## src/rtl/bist_signature_checker_phase_counter.sv

```systemverilog
// Loadable down-counter timing each session phase; saturates at zero so the
// controller always sees a terminal count rather than a wrap.
module bist_phase_counter #(
  parameter int WIDTH = 4
) (
  input  logic             clk_i,
  input  logic             rst_ni,
  input  logic             load_i,
  input  logic             en_i,
  input  logic [WIDTH-1:0] load_val_i,
  output logic             zero_o
);

  logic [WIDTH-1:0] cnt_q;
  logic [WIDTH-1:0] cnt_d;

  always_comb begin
    cnt_d = cnt_q;
    if (load_i) begin
      cnt_d = load_val_i;
    end else if (en_i && (cnt_q != '0)) begin
      cnt_d = cnt_q - 1'b1;
    end
  end

  always_ff @(posedge clk_i or negedge rst_ni) begin
    if (!rst_ni) begin
      cnt_q <= '0;
    end else begin
      cnt_q <= cnt_d;
    end
  end

  assign zero_o = (cnt_q == '0);

endmodule

```

## config.mk

```make
export PLATFORM = sky130hd
export DESIGN_NAME = bist_phase_counter
export DESIGN_NICKNAME = d
export VERILOG_FILES = /design/src/rtl/bist_signature_checker_phase_counter.sv
export SDC_FILE = /design/constraint.sdc
export NUM_CORES = 1
export LEC_CHECK = 0
export BUFFER_PORTS_ARGS = -buffer_cell sky130_fd_sc_hd__clkbuf_2
export CAP_MARGIN = 30
export CORE_AREA = 2 2 39 41
export DETAILED_ROUTE_END_ITERATION = 7
export DIE_AREA = 0 0 41 43
export GPL_TIMING_DRIVEN = 1
export PLACE_DENSITY_LB_ADDON = 0.12
export SLEW_MARGIN = 10
export SYNTH_ARGS = -nofsm -noshare
export SYNTH_HDL_FRONTEND = slang
export SYNTH_SLANG_ARGS = --single-unit
```

## constraint.sdc

```tcl
create_clock -name clk_i -period 3.2 [get_ports clk_i]
set_input_delay 0.48 -clock clk_i [delete_from_list [all_inputs] [get_ports clk_i]]
set_output_delay 0.48 -clock clk_i [all_outputs]
set_load 0.005 [all_outputs]
```

==> results of run 1 <==
## cells in the mapped netlist
master	n	share of area
a21oi_1	1	0.019
a221o_1	1	0.037
and4b_1	1	0.037
buf_6	1	0.042
dfrtp_1	4	0.37
ha_1	1	0.046
inv_1	3	0.042
nand2_1	3	0.042
nor3_1	2	0.037
nor3b_1	1	0.028
nor3b_2	1	0.046
nor4b_2	1	0.056
o211ai_2	1	0.046
o21a_1	1	0.028
o21ai_0	2	0.037
o31a_1	1	0.032
or2b_1	1	0.028
or4_1	1	0.028
## path summary, 6_finish.rpt
check / startpoint / endpoint / slack, ns / cells past startpoint
setup / recovery: cnt_q[0] / zero_o / 1.33 / 4
hold / removal: rst_ni / cnt_q[0] / 0.05 / 1
setup reg to reg: cnt_q[0] / cnt_q[1] / 1.74 / 5
hold reg to reg: cnt_q[1] / cnt_q[1] / 0.61 / 2
max in group asynchronous: rst_ni / cnt_q[3] / 3.03 / 1
min in group clk_i: load_val_i[2] / cnt_q[2] / 0.46 / 3
## cell type report
cell class	instances	area, um2	area share
Tap cell	16	20.0	0.0586
Inverter	3	11.3	0.0330
Multi-Input combinational cell	19	148	0.432
Timing Repair Buffer	8	40.0	0.117
Sequential cell	4	100	0.293
Clock buffer	3	22.5	0.0659
## kinds of logic (layout without fill, tap and decap cells)
kind of cell	after synthesis	count (layout)	share of synthesized area
DFF	4	4	0.370
adders and majority gates	1	1	0.0463
buffers and inverters	4	14	0.0833
and+or+nand+nor	11	11	0.301
AOI/OAI and AO/OA	7	7	0.199
## power by group
part | total (mW) | leakage [nW] | internal [mW] | switching (mW)
clock network | 0.0602 | 0.0138 | 0.0418 | 0.0184
registers | 0.0639 | 0.0480 | 0.0571 | 0.00677
logic | 0.0325 | 0.0998 | 0.0171 | 0.0154
total | 0.157 | 0.162 | 0.116 | 0.0406
## per-stage QoR
| step | cell area [um2] | total power [mW] | std cells | worst slack, ns | hold WS [ns] |
|---|---|---|---|---|---|
| after floorplan | 270 | 0.0868 | 27 | 1.82 | 0.184 |
| after global placement | 319 | 0.0968 | 50 | 1.63 | 0.289 |
| after detailed placement | 319 | 0.0981 | 50 | 1.55 | 0.290 |
| after CTS | 342 | 0.162 | 53 | 1.30 | 0.0405 |
| after global routing | 342 | 0.170 | 53 | 1.18 | 0.0467 |
| final | 342 | 0.157 | 53 | 1.33 | 0.0475 |
## layer usage
metal | vias to the layer above | share of wire
met4 | 0 | 0
met5 | - | 0
met2 | 6 | 0.50
met1 | 99 | 0.42
met3 | 0 | 0.070
li1 | 120 | -
## worst max-delay path, cell delays in order (launching register included)
cell and delay [ns]:
dfrtp_1 0.40, inv_1 0.07, ha_1 0.20, nor3b_2 0.31, clkbuf_2 0.17
## layout by cell type (no fill, tap or decap), types with 2 or more instances in the layout
cell type,instances
inv_1,3
nor3_1,2
nand2_1,3
o21ai_0,2
dfrtp_1,4
clkbuf_4,3
clkbuf_2,8
==> results.ini, run 1 <==
[routing]
drc_errors = 0
vias = 225
via_per_inst = 4.25
drt_first_pass_iters = 4
ant_nets = 0
wl_per_cell_um = 10.0
drt_iter0_drc = 3
wl_um = 530

[timing]
setup_viol = 0
finalSetupTns_ns = 0
hold_violations = 0
finalCritPeriodShare = 0.583
layout_min_cycle_time_ns = 1.87
slew_viol_final = 0
timing.slew.headroom = 0.803
finClkSkew_ns = 0.00188
clock.fmax_ghz = 0.536
tightest_slew_ns = 0.295
rsz0062_at_grt = no

[grt]
grt_pass1_wl_um = 938
met1_usage = 0.0974
grt_max_degree = 11
use_met2 = 0.125
grt.total_usage = 0.0826
grt_use_met3 = 0.0157
antenna_found_initial = 0
grt_pass1_vias = 236
grt.busiest_layer = met2
gr-total-overflow = 0

[clocking]
cts_hold_buf = 0
cts.repair.resized = 0
cts_root_buf = clkbuf_4
ctsLongestPathBuffers = 2
cts_made_buffers = 3
cts_tree = yes
clk_latency_ns = 0.23
cts_setup_buffers = 0
clkTransAtPathRegs_ns = 0.04
htree_num_levels = 1
numClockSinks = 4

[setup_path]
arrival_ns = 1.39
crit_type = register to output pin
crit_required_ns = 2.72
worst-path-max-fanout = 5
cp-end-kind = output pin
start_kind = register

[logic_synthesis]
synth_cell_types = 18
synth_area_per_cell_um2 = 10.0
synthCells = 27
synth_seq_cells = 4
ys_seq_area_frac = 0.370
synth_warnings = 0
synth_nets = 36
syn_area_um2 = 270

[placement]
gp_congestion = 0.610
hpwl_um = 452
io_buffers = 8

[power]
p_per_area_mw_per_mm2 = 459
ir_worst_vdd_mv = 0.146
leakage_nw = 0.162

[finish]
syn_to_final_growth_pct = 26.4
diodes = 0
layout-drive-gt1-share = 0.378
top_regs = cnt_q (4)
largest-register = cnt_q
fillers = 165
nets = 48
post-route-util = 0.247
largest_reg_flops = 4

[die]
dieArea_mm2 = 0.00176
die_y_um = 43
ios = 9
core_area_mm2 = 0.00138
rows = 14
die_width_um = 41
start_util = 0.195

[worst_hold_path]
hp-class = input pin to asynchronous set/reset pin

[flow_run]
max-cap-violations = 0

[status]
status = finished, final reports clean

No activity file was read; power rests on OpenSTA's default activity.
==> run 2: changes to the inputs <==
Clock period 3.2 ns to 1.9 ns, I/O delays scaled along.
==> results.ini, run 2 (synthesis results as in run 1) <==
[die]
start_util = 0.195
ios = 9
core_area_mm2 = 0.00138
dieArea_mm2 = 0.00176
die_y_um = 43
die_width_um = 41
rows = 14

[grt]
grt_pass1_wl_um = 883
grt_max_degree = 11
grt_pass1_vias = 238
antenna_found_initial = 0
gr-total-overflow = 0
grt.total_usage = 0.0796

[timing]
tightest_slew_ns = 0.282
finClkSkew_ns = 0.000521
rsz0062_at_grt = no
slew_viol_final = 0
layout_min_cycle_time_ns = 1.67
finalSetupTns_ns = 0
finalCritPeriodShare = 0.879
timing.final.ws_setup_ns = 0.230
timing.slew.headroom = 0.811
hold_violations = 0
clock.fmax_ghz = 0.599
setup_viol = 0

[routing]
drc_errors = 0
drt_iter0_drc = 1
wl_per_cell_um = 9.94
via_per_inst = 4.37
drt_first_pass_iters = 2
vias = 236
wl_um = 537
ant_nets = 0

[setup_path]
arrival_ns = 1.38
cp-end-kind = output pin
regToRegEndpoint = cnt_q[1]
ff2ff_path_depth = 5
critPathMaxStageDelay_ns = 0.41
start_kind = register
worstPathCellList = inv_1 > ha_1 > nor3b_2 > clkbuf_2
cpMaxStageDelayCell = dfrtp_1
worst-path-max-fanout = 5
crit_required_ns = 1.62
crit_type = register to output pin
cpLargestDelayFamily = flip-flops
worstReg2RegStart = cnt_q[0]
cp_num_buf_inv = 2
reg2reg_slack_ns = 0.44

[clocking]
cts_tree = yes
cts_made_buffers = 3
htree_num_levels = 1
clk_latency_ns = 0.23
clkTransAtPathRegs_ns = 0.04
ctsLongestPathBuffers = 2
cts_root_buf = clkbuf_4
cts.repair.resized = 0
numClockSinks = 4

[placement]
gp_congestion = 0.658
dp_worst_setup_slack_ns = 0.429
io_buffers = 8
hpwl_um = 451

[finish]
layout-drive-gt1-share = 0.368
syn_to_final_growth_pct = 30.1
top_regs = cnt_q (4)
final_common_cell = clkbuf_2
multiInputGateArea_um2 = 148
largest_reg_flops = 4
mostFrequentLayoutCells = 8 x clkbuf_2, 4 x dfrtp_1, 3 x inv_1, 3 x nand2_1, 3 x clkbuf_4
seqCellArea_um2 = 100
diodes = 0
fillers = 164
largest-register = cnt_q
nets = 49

[flow_run]
max-cap-violations = 0

[worst_hold_path]
min-delay-start = load_val_i[2]
hp-class = input pin to register
hold_path_end = cnt_q[2]
hold_depth = 3

[power]
leakage_nw = 0.166
p_per_area_mw_per_mm2 = 757
ir_worst_vdd_mv = 0.273

[status]
status = finished, final reports clean

==> run 2: tightest hold or removal path: cells and delay by family <==
family	cells	cell delay [ns]
AOI/OAI and AO/OA	1	0.06
buffers and inverters	1	0.07
and+or+nand+nor	1	0.04
==> run 2: final cells by class <==
class	count	share of cell area
multi-input combinational	19	0.420
clock buffer	3	0.0641
sequential	4	0.285
inverter	3	0.0320
tap	16	0.0569
timing repair buffer	9	0.142
==> run 2: stage by stage <==
step                       util  hold WS (ns)  cells  power (mW)  area [um2]
after floorplan               -       -0.0106     27       0.146         270
after global placement    0.231        0.0994     50       0.163         319
after detailed placement  0.231        0.0960     50       0.165         319
after CTS                 0.254         0.257     54       0.276         352
after global routing      0.254         0.278     54       0.287         352
final                     0.254         0.264     54       0.266         352
==> run 2: where the power goes <==
part           switching, mW  total [mW]  internal, mW
clock                 0.0322       0.103        0.0705
combinational         0.0259      0.0560        0.0301
sequential            0.0113       0.108        0.0962
==> run 2: metal layers <==
metal  global-route usage  part of all wire
met1               0.0912              0.40
met2                0.109              0.50
met3               0.0209             0.089
met4               0.0800                 0
met5                    0                 0
==> run 2: how the worst max path moves through the flow <==
stage	start	cells past startpoint	slack (ns)	end
2_1_floorplan	cnt_q[0]	5	0.52	cnt_q[1]
3_3_place_gp	cnt_q[0]	5	0.46	cnt_q[1]
3_5_place_dp	cnt_q[0]	5	0.43	cnt_q[1]
4_1_cts	cnt_q[0]	4	0.20	zero_o
5_1_grt	cnt_q[0]	4	0.1	zero_o
6_report	cnt_q[0]	4	0.23	zero_o
==> run 2: what timing repair did <==
| action | CTS | global route |
|---|---|---|
| hold buffers | 1 | 0 |
| hold endpoints to repair | 4 | 0 |
| setup buffers | 0 | 0 |
==> run 3: changes to the inputs <==
Settings changed: PLACE_DENSITY_LB_ADDON 0.12 to unset.
Clock period 1.9 ns to 1.6 ns, I/O delays scaled along.
==> results.ini, run 3 (synthesis results as in run 1) <==
[setup_path]
cpLargestDelayFamily = simple AND/OR/NAND/NOR gates
cp_num_cells = 6
worst-path-max-fanout = 4
ff2ff_path_depth = 6
critPathMaxStageDelay_ns = 0.41
cp_num_buf_inv = 2
cpMaxStageDelayCell = or4_1
crit_type = register to register
worstPathCellList = inv_1 > ha_2 > nor3b_4 > buf_4 > or4_1 > o211ai_2
start_kind = register
crit_required_ns = 1.76
arrival_ns = 1.69
cp-end-kind = register

[routing]
drc_errors = 0
drt_iter0_drc = 0
ant_nets = 0
wl_per_cell_um = 10.0
drt_first_pass_iters = 1
via_per_inst = 4.36
vias = 240
wl_um = 550

[die]
ios = 9
dieArea_mm2 = 0.00176
die_y_um = 43
start_util = 0.195
rows = 14
die_width_um = 41
core_area_mm2 = 0.00138

[finish]
multiInputGateArea_um2 = 156
final_common_cell = clkbuf_2
largest-register = cnt_q
fin_cells = 55
mostFrequentLayoutCells = 8 x clkbuf_2, 4 x dfrtp_1, 3 x inv_1, 3 x nand2_1, 3 x clkbuf_4
layout-drive-gt1-share = 0.410
largest_reg_flops = 4
top_regs = cnt_q (4)
fillers = 163
diodes = 0
seqCellArea_um2 = 100
nets = 50
syn_to_final_growth_pct = 36.1

[clocking]
htree_num_levels = 1
cts_tree = yes
clkTransAtPathRegs_ns = 0.04
numClockSinks = 4
clk_latency_ns = 0.23
ctsLongestPathBuffers = 2
cts_made_buffers = 3
cts_root_buf = clkbuf_4

[placement]
place_inst = 50
gp_congestion = 0.710
io_buffers = 8

[timing]
finalCritPeriodShare = 0.960
tightest_slew_ns = 0.270
hold_violations = 0
finalSetupTns_ns = 0
slew_viol_final = 0
rsz0062_at_grt = no
timing.slew.headroom = 0.820
finClkSkew_ns = 0.00235
setup_viol = 0
clock.fmax_ghz = 0.651
layout_min_cycle_time_ns = 1.54

[grt]
grt_pass1_wl_um = 814
antenna_found_initial = 0
gr-total-overflow = 0
grt.total_usage = 0.0736
grt_max_degree = 11
grt_pass1_vias = 231

[worst_hold_path]
hold_depth = 3
hp-class = input pin to register

[power]
p_per_area_mw_per_mm2 = 891
ir_worst_vdd_mv = 0.299
leakage_nw = 0.172
p_total_uw = 328

[flow_run]
max-cap-violations = 0

[status]
status = finished, final reports clean

run 3: power breakdown:
group | switching, mW | internal, mW
Clock | 0.0402 | 0.0838
Combinational | 0.0320 | 0.0420
Sequential | 0.0155 | 0.114
run 3: worst register-to-register path, stage by stage (launching register included):
cell	delay, ns
dfrtp_1	0.39
inv_1	0.06
ha_2	0.20
nor3b_4	0.16
buf_4	0.15
or4_1	0.41
o211ai_2	0.08
run 3: routing by layer:
layer | global-route usage | part of all wire
met3 | 0.0157 | 0.044
met1 | 0.0847 | 0.45
met4 | 0.0800 | 0
met2 | 0.100 | 0.51
met5 | 0 | 0
run 3: stage by stage:
stage	instance area (um2)	hold WS (ns)	util	worst slack, ns
floorplan	270	-0.0556	-	0.220
CTS	365	0.207	0.264	0.0173
global placement	319	0.0560	0.231	0.176
detailed placement	319	0.0582	0.231	0.148
finish	368	0.215	0.266	0.0633
global route	368	0.237	0.266	0.0257
run 3: timing repair:
item	CTS	global route
setup endpoints to repair	1	1
hold buffers	1	0
gates resized for setup	1	1
hold endpoints to repair	4	0
setup buffers	1	0
run 3: final cells by class:
type / instances / share of cell area
Clock buffer: 3 / 0.0612
Sequential cell: 4 / 0.272
Inverter: 3 / 0.0306
Multi-Input combinational cell: 19 / 0.425
Tap cell: 16 / 0.0544
Timing Repair Buffer: 10 / 0.156
run 3: final timing paths:
kind                                     from        to  slack, ns
max in group asynchronous              rst_ni  cnt_q[2]       1.12
worst max-delay path                 cnt_q[0]  cnt_q[1]       0.06
worst min register to register       cnt_q[1]  cnt_q[1]       0.61
worst max register to register       cnt_q[0]  cnt_q[1]       0.06
worst min-delay path            load_val_i[1]  cnt_q[1]       0.22
min in group asynchronous              rst_ni  cnt_q[0]       0.35
